==> src/rtl/arb_pkg.sv <==
`default_nettype none
// +--------------------------------------------------------------------+
// | Package : arb_pkg                                                  |
// | Shared mode constants and state encoding for prio_arbiter.         |
// | Revision: 1.0 - initial release                                    |
// +--------------------------------------------------------------------+
package arb_pkg;

  // Arbitration mode, sampled only when an arbitration happens
  localparam logic MODE_FIXED = 1'b0;
  localparam logic MODE_RR    = 1'b1;

  // Arbiter ownership state
  typedef enum logic [0:0] {
    IDLE  = 1'b0,
    OWNED = 1'b1
  } arb_state_t;

endpackage : arb_pkg
`default_nettype wire

==> src/rtl/prio_arbiter_pick_hi.sv <==
`default_nettype none
// +--------------------------------------------------------------------+
// | Module  : pick_hi                                                  |
// | Combinational priority encoder: index of the highest set bit of    |
// | an N-bit vector plus a flag telling whether any bit is set.        |
// | Revision: 1.0 - initial release                                    |
// +--------------------------------------------------------------------+
module pick_hi #(
  parameter int N  = 4,
  parameter int IW = $clog2(N)   // derived from N; do not override
) (
  input  logic [N-1:0]  in,
  output logic [IW-1:0] idx,
  output logic          v
);

  // Ascending scan: the last set bit seen is the highest one
  always_comb begin
    idx = '0;
    v   = 1'b0;
    for (int i = 0; i < N; i++) begin
      if (in[i]) begin
        idx = IW'(i);
        v   = 1'b1;
      end
    end
  end

endmodule : pick_hi
`default_nettype wire

==> src/rtl/prio_arbiter.sv <==
`default_nettype none
// +--------------------------------------------------------------------+
// | Module  : prio_arbiter                                             |
// | Registered N-channel arbiter, fixed-priority (highest index wins)  |
// | or round-robin selected at runtime. A grant is held until its      |
// | owner drops the request; the next owner follows with no gap.       |
// | Optional: ARB_TIMEOUT_EN forces re-arbitration after MAX_HOLD      |
// | consecutive owned cycles when another channel is waiting.          |
// | Revision: 1.0 - initial release                                    |
// +--------------------------------------------------------------------+
module prio_arbiter
  import arb_pkg::*;
#(
  parameter int N        = 4,
  parameter int IW       = $clog2(N),  // derived from N; do not override
  parameter int MAX_HOLD = 16
) (
  input  logic          clk,
  input  logic          rst,
  input  logic [N-1:0]  req,
  input  logic          mode,
  output logic [N-1:0]  grant,
  output logic [IW-1:0] grant_idx,
  output logic          valid
);

  arb_state_t    state_q, state_d;
  logic [N-1:0]  grant_q, grant_d;
  logic [IW-1:0] idx_q,   idx_d;
  logic          valid_q, valid_d;
  logic [IW-1:0] last_q,  last_d;

  logic          hold_expired;
  logic          owner_req;
  logic          others_req;
  logic          do_arb;
  logic [N-1:0]  arb_vec;
  logic [N-1:0]  rr_mask;
  logic [IW-1:0] m_idx, u_idx;
  logic          m_v,   u_v;
  logic [IW-1:0] win_idx;

`ifdef ARB_TIMEOUT_EN
  localparam int CW = $clog2(MAX_HOLD) + 1;
  logic [CW-1:0] cnt_q, cnt_d;

  // Owner has used up its hold budget on this edge
  always_comb begin
    hold_expired = (state_q == OWNED) && (cnt_q == CW'(MAX_HOLD - 1));
  end
`else
  logic unused_max_hold;
  assign unused_max_hold = ^MAX_HOLD;

  // Without the timeout the owner keeps the grant for as long as it requests
  always_comb begin
    hold_expired = 1'b0;
  end
`endif

  // Decide whether this edge arbitrates and which requests take part
  always_comb begin
    owner_req  = req[idx_q];
    others_req = |(req & ~grant_q);
    if (state_q == IDLE) begin
      do_arb = |req;
    end else begin
      do_arb = !owner_req || (hold_expired && others_req);
    end
    // Masking the owner is a no-op when it has dropped its request and
    // is exactly what a forced re-arbitration needs.
    arb_vec = (state_q == OWNED) ? (req & ~grant_q) : req;
    // Round-robin searches below the last owner first, then wraps
    for (int i = 0; i < N; i++) begin
      rr_mask[i] = (i < int'(last_q));
    end
  end

  pick_hi #(.N(N), .IW(IW)) u_pick_masked (
    .in  (arb_vec & rr_mask),
    .idx (m_idx),
    .v   (m_v)
  );

  pick_hi #(.N(N), .IW(IW)) u_pick_full (
    .in  (arb_vec),
    .idx (u_idx),
    .v   (u_v)
  );

  // Next-state and next-output computation
  always_comb begin
    state_d = state_q;
    grant_d = grant_q;
    idx_d   = idx_q;
    valid_d = valid_q;
    last_d  = last_q;
`ifdef ARB_TIMEOUT_EN
    cnt_d   = cnt_q;
`endif
    win_idx = (mode == MODE_RR && m_v) ? m_idx : u_idx;

    if (do_arb) begin
`ifdef ARB_TIMEOUT_EN
      cnt_d = '0;
`endif
      if (u_v) begin
        state_d = OWNED;
        grant_d = N'(1) << win_idx;
        idx_d   = win_idx;
        valid_d = 1'b1;
        last_d  = win_idx;
      end else begin
        state_d = IDLE;
        grant_d = '0;
        idx_d   = '0;
        valid_d = 1'b0;
      end
    end else if (state_q == OWNED) begin
`ifdef ARB_TIMEOUT_EN
      // Budget spent but nobody else waiting: keep the grant, restart the count
      cnt_d = hold_expired ? '0 : cnt_q + CW'(1);
`endif
    end
  end

  // State and registered outputs; reset clears them asynchronously
  always_ff @(posedge clk or posedge rst) begin
    if (rst) begin
      state_q <= IDLE;
      grant_q <= '0;
      idx_q   <= '0;
      valid_q <= 1'b0;
      last_q  <= '0;
`ifdef ARB_TIMEOUT_EN
      cnt_q   <= '0;
`endif
    end else begin
      state_q <= state_d;
      grant_q <= grant_d;
      idx_q   <= idx_d;
      valid_q <= valid_d;
      last_q  <= last_d;
`ifdef ARB_TIMEOUT_EN
      cnt_q   <= cnt_d;
`endif
    end
  end

  assign grant     = grant_q;
  assign grant_idx = idx_q;
  assign valid     = valid_q;

endmodule : prio_arbiter
`default_nettype wire

==> config.mk <==
export PLATFORM = sky130hd
export DESIGN_NAME = prio_arbiter
export DESIGN_NICKNAME = d
export VERILOG_FILES = /design/src/rtl/arb_pkg.sv /design/src/rtl/prio_arbiter_pick_hi.sv /design/src/rtl/prio_arbiter.sv
export SDC_FILE = /design/constraint.sdc
export NUM_CORES = 1
export LEC_CHECK = 0
export BUFFER_PORTS_ARGS = -buffer_cell sky130_fd_sc_hd__clkbuf_2
export CORE_UTILIZATION = 25
export CTS_BUF_LIST = sky130_fd_sc_hd__clkbuf_8
export DETAILED_ROUTE_END_ITERATION = 12
export GPL_TIMING_DRIVEN = 1
export SETUP_SLACK_MARGIN = 0.1
export SLEW_MARGIN = 20
export SYNTH_ARGS = -nofsm -noshare
export SYNTH_HDL_FRONTEND = slang
export SYNTH_HIERARCHICAL = 1
export SYNTH_SLANG_ARGS = --single-unit
==> constraint.sdc <==
create_clock -name clk -period 2.5 [get_ports clk]
set_input_delay 0.25 -clock clk [delete_from_list [all_inputs] [get_ports clk]]
set_output_delay 0.25 -clock clk [all_outputs]
set_load 0.03 [all_outputs]
# Word level (Yosys, flattened, before mapping)
# Index checks and enable logic that the tools add are counted.
# op_classes
add_sub_neg	0
mul	0
div	0
order_cmp	4
eq_ne	0
n_shift	1
muxes	22
bitwise	3
reduce_logical	4
# ops
op	n
$mux W1	13
$mux W2	6
$mux W4	2
$and A4 B3 Y4	1
$and A4 B4 Y4	1
$lt A1 B2 Y1 const A	2
$not A4 Y4	1
$reduce_or A4 Y1	1
$shl A1 B2 Y4 const A	1
$lt A2 B3 Y1 const B	1
$bmux W1 S2	1
$lt A2 B2 Y1 const A	1
$reduce_and A2 Y1	1
$logic_and A1 B1 Y1	1
$logic_not A1 Y1	1
# word_totals
regBits	9
latch_bits	0
ram_bits	0
romBits	0
out_inout_bits	7
wordCells	38
mem_count	0

# Depth between registers and ports, before layout
# logic_depth
depth_word	12
depth_mapped	8
ltp_nobuf	8

# Cells and area by module
# Netlist, hierarchy kept.
# by_module_without_submodules
module	n_inst	cells_per_inst	area_per_inst_um2
prio_arbiter	1	48	539.3
pick_hi	2	4	23.8

# Worst setup path after synthesis
# No wires, ideal clock.
# synth_path
path_type	register -> register
startpoint	register valid (netlist name)
endpoint	register last_q[1]
setup_ns	0.125
arrival_time_ns	2.295
required_ns	2.375
slack_ns	0.080
stages_incl_launch_ff	8
cell_sequence	dfrtp_1 a21boi_0 and3_1 or2_1 or3_1 nand2_1 mux2_2 mux2_4
# synth_lines
element	line_no	rtl
end signal: assignment	prio_arbiter.sv:143	last_q <= last_d;
end: declaration	prio_arbiter.sv:31	logic [IW-1:0] last_q, last_d;

==> out/metrics.yaml <==
status: "finished, final reports clean"
hpwl_um: 1020
ys_warn_count: 6
cts_sinks: 9
ios: 14
antenna_found_initial: 0
p_total_uw: 906
drc_errors: 0
gp_congestion: 0.748
grt-ovfl-total: 0
final_core_util_pct: 33.4
finalCritPeriodShare_pct: 91.2
portBuffers: 13
firstDrtPassIters: 2
rr_worst_depth: 7
fmax_mhz: 438
reg2reg_from: "valid$_DFFE_PP0P_"
ys_seq_area_share_pct: 38.4
worst_hold_path_type: "input port to flop"
viasPerCell: 4.75
worstHoldStart: "req[3]"
ys_seq_elements: 9
leakage_nw: 0.367
pwr-share-seq_pct: 30.4
routedWlPerCell_um: 12.9
die_area_sq_um: 2550
final_cell_mix: "clkbuf_2, dfrtp_1, o21ai_0"
drtAntennaViolNets: 0
synth_compound_area_share_pct: 26.0
arrival_ns: 2.39
placeableCoreArea_sq_um: 2210
max-vdd-ir-drop_v: 0.000840
via_count: 485
post_cts_buffers: 0
clkTransAtPathRegs_ns: 0.04
num-fill-cells: 238
regArea_sq_um: 226
comb_power_share_pct: 52.2
grt_first_pass_wirelength_um: 2330
multi_input_area_sq_um: 343
synth_area_sq_um: 587
required_ns: 2.61
whs_ns: 0.447
htreeDepth: 1
grt_start_max_net_pins: 10
synth_fa_ha_area_share_pct: 0
clkLatencyLatePin_ns: 0.23
crit_path_end_kind: "flop"
antenna_cells: 0
synth_xor_area_share_pct: 0
grt_pass1_vias: 530
swShare_pct: 43.2
initial_core_util_pct: 26.5
p_int_uw: 515
wl_um: 1320
pre_cts_ws_ns: 0.230
startpoint: "valid$_DFFE_PP0P_"
drtIter0Drc: 9
cts_resized: 0
maxCapViolCount: 0
path_class: "flop to flop"
cts_tree: "built"
synth_top_family_by_area: "compound AO/OA/AOI/OAI gates"
grtUsageTotal_pct: 12.4
setup_slack_ns: 0.219
final_common_cell: "clkbuf_2"
cp_max_fo: 8
skew_ns: 0.000607
synth_top_cell_by_area: "dfrtp_1"
setup_viol: 0
clock_path_buffers: 2
period_minus_slack_ns: 2.28
die_w_um: 50.5
clkPwrFrac_pct: 17.4
startpoint_type: "flop"
rsz0062_at_grt: "no"
p_sw_uw: 391
p_per_area_nw_per_um2: 1230
synthMuxAreaShare_pct: 14.1
final_layout_size_suffix_gt1_share_pct: 36.5
cts_root_buffer: "clkbuf_8"
holdPathStages: 4
die_y_um: 50.5
synth.top_cell.area_share_pct: 38.4
syn_inst: 56
num_rows: 17
areaGrowthSynthToFinish_pct: 26.0
ctsHoldBuffers: 1
synthSimpleGateAreaFrac_pct: 17.1
setup_tns_ns: 0
postSynthAreaPerCell_sq_um: 10.5
cts_inserted_buffers: 3
finalHoldViolCount: 0
synth_area_leaders: "dfrtp_1, o41ai_2, mux2i_1, o21ai_0, a21boi_0"
slew_violations: 0
final_nets: 82
synth.distinct_cells: 25
-- per-layer routing --
metal | wire length (um) | vias up | part of all wire [%] | global-route usage, %
li1 | - | 239 | - | -
met1 | 636 | 233 | 48 | 17.1
met2 | 619 | 8 | 47 | 18.2
met3 | 27 | 5 | 2.1 | 1.82
met4 | 32 | 0 | 2.4 | 6.94
met5 | 0 | - | 0 | 0
-- cell type report --
cell class	count	share of cell area, %
clock buffer	3	5.58
multi-input combinational	43	46.4
inverter	4	2.03
tap	28	4.74
timing repair buffer	14	10.2
sequential	9	30.6
clock inverter	1	0.508
-- synth_stat cells --
cell      instances
dfrtp_1           9
o21ai_0           6
a21boi_0          4
inv_1             4
mux2i_1           3
or2_1             3
a21o_1            2
a22o_1            2
mux2_2            2
mux2_4            2
nand2_1           2
nand3_1           2
o41ai_2           2
or3_1             2
and2_1            1
and3_1            1
buf_4             1
conb_1            1
nand2b_1          1
nor2_4            1
nor3_2            1
o21a_1            1
o21bai_1          1
o22ai_2           1
or4_4             1
-- cells by family after synthesis --
family                 after synthesis
AOI/OAI and AO/OA                   19
muxes                                7
buffers and inverters                5
other                                1
DFF                                  9
and+or+nand+nor                     15
-- power by group through the flow --
stage,combinational [mW],sequential (mW),clock (mW)
finish,0.473,0.275,0.158
global route,0.516,0.285,0.171
CTS,0.476,0.275,0.163
detailed placement,0.472,0.276,0
global placement,0.465,0.272,0
floorplan,0.297,0.345,0
-- critical path: stages, from the launching register on --
cell and delay [ns]:
dfrtp_2 0.43, a21boi_0 0.15, and3_1 0.22, or2_1 0.23, or3_1 0.31, nand2_1 0.13
mux2_2 0.42, mux2_4 0.27
-- state kept, by name (all words and copies together) (netlist names) --
| name | cells |
|---|---|
| grant | 4 |
| grant_idx | 2 |
| last_q | 2 |
| valid | 1 |
-- worst paths after layout --
path | endpoint | slack [ns]
min in group asynchronous | grant_idx[0]$_DFFE_PP0P_ | 0.52
setup / recovery | last_q[1]$_DFFE_PP0P_ | 0.22
hold / removal | valid$_DFFE_PP0P_ | 0.45
max in group asynchronous | valid$_DFFE_PP0P_ | 1.71
setup reg to reg | last_q[1]$_DFFE_PP0P_ | 0.22
hold reg to reg | grant[2]$_DFFE_PP0P_ | 0.55
-- per-stage QoR --
stage	cells	instance area (sq um)
4_1_cts	102	739
3_3_place_gp	97	684
3_5_place_dp	97	684
6_report	102	739
2_1_floorplan	57	592
5_1_grt	102	739
Power figures use the tool's default switching activity.
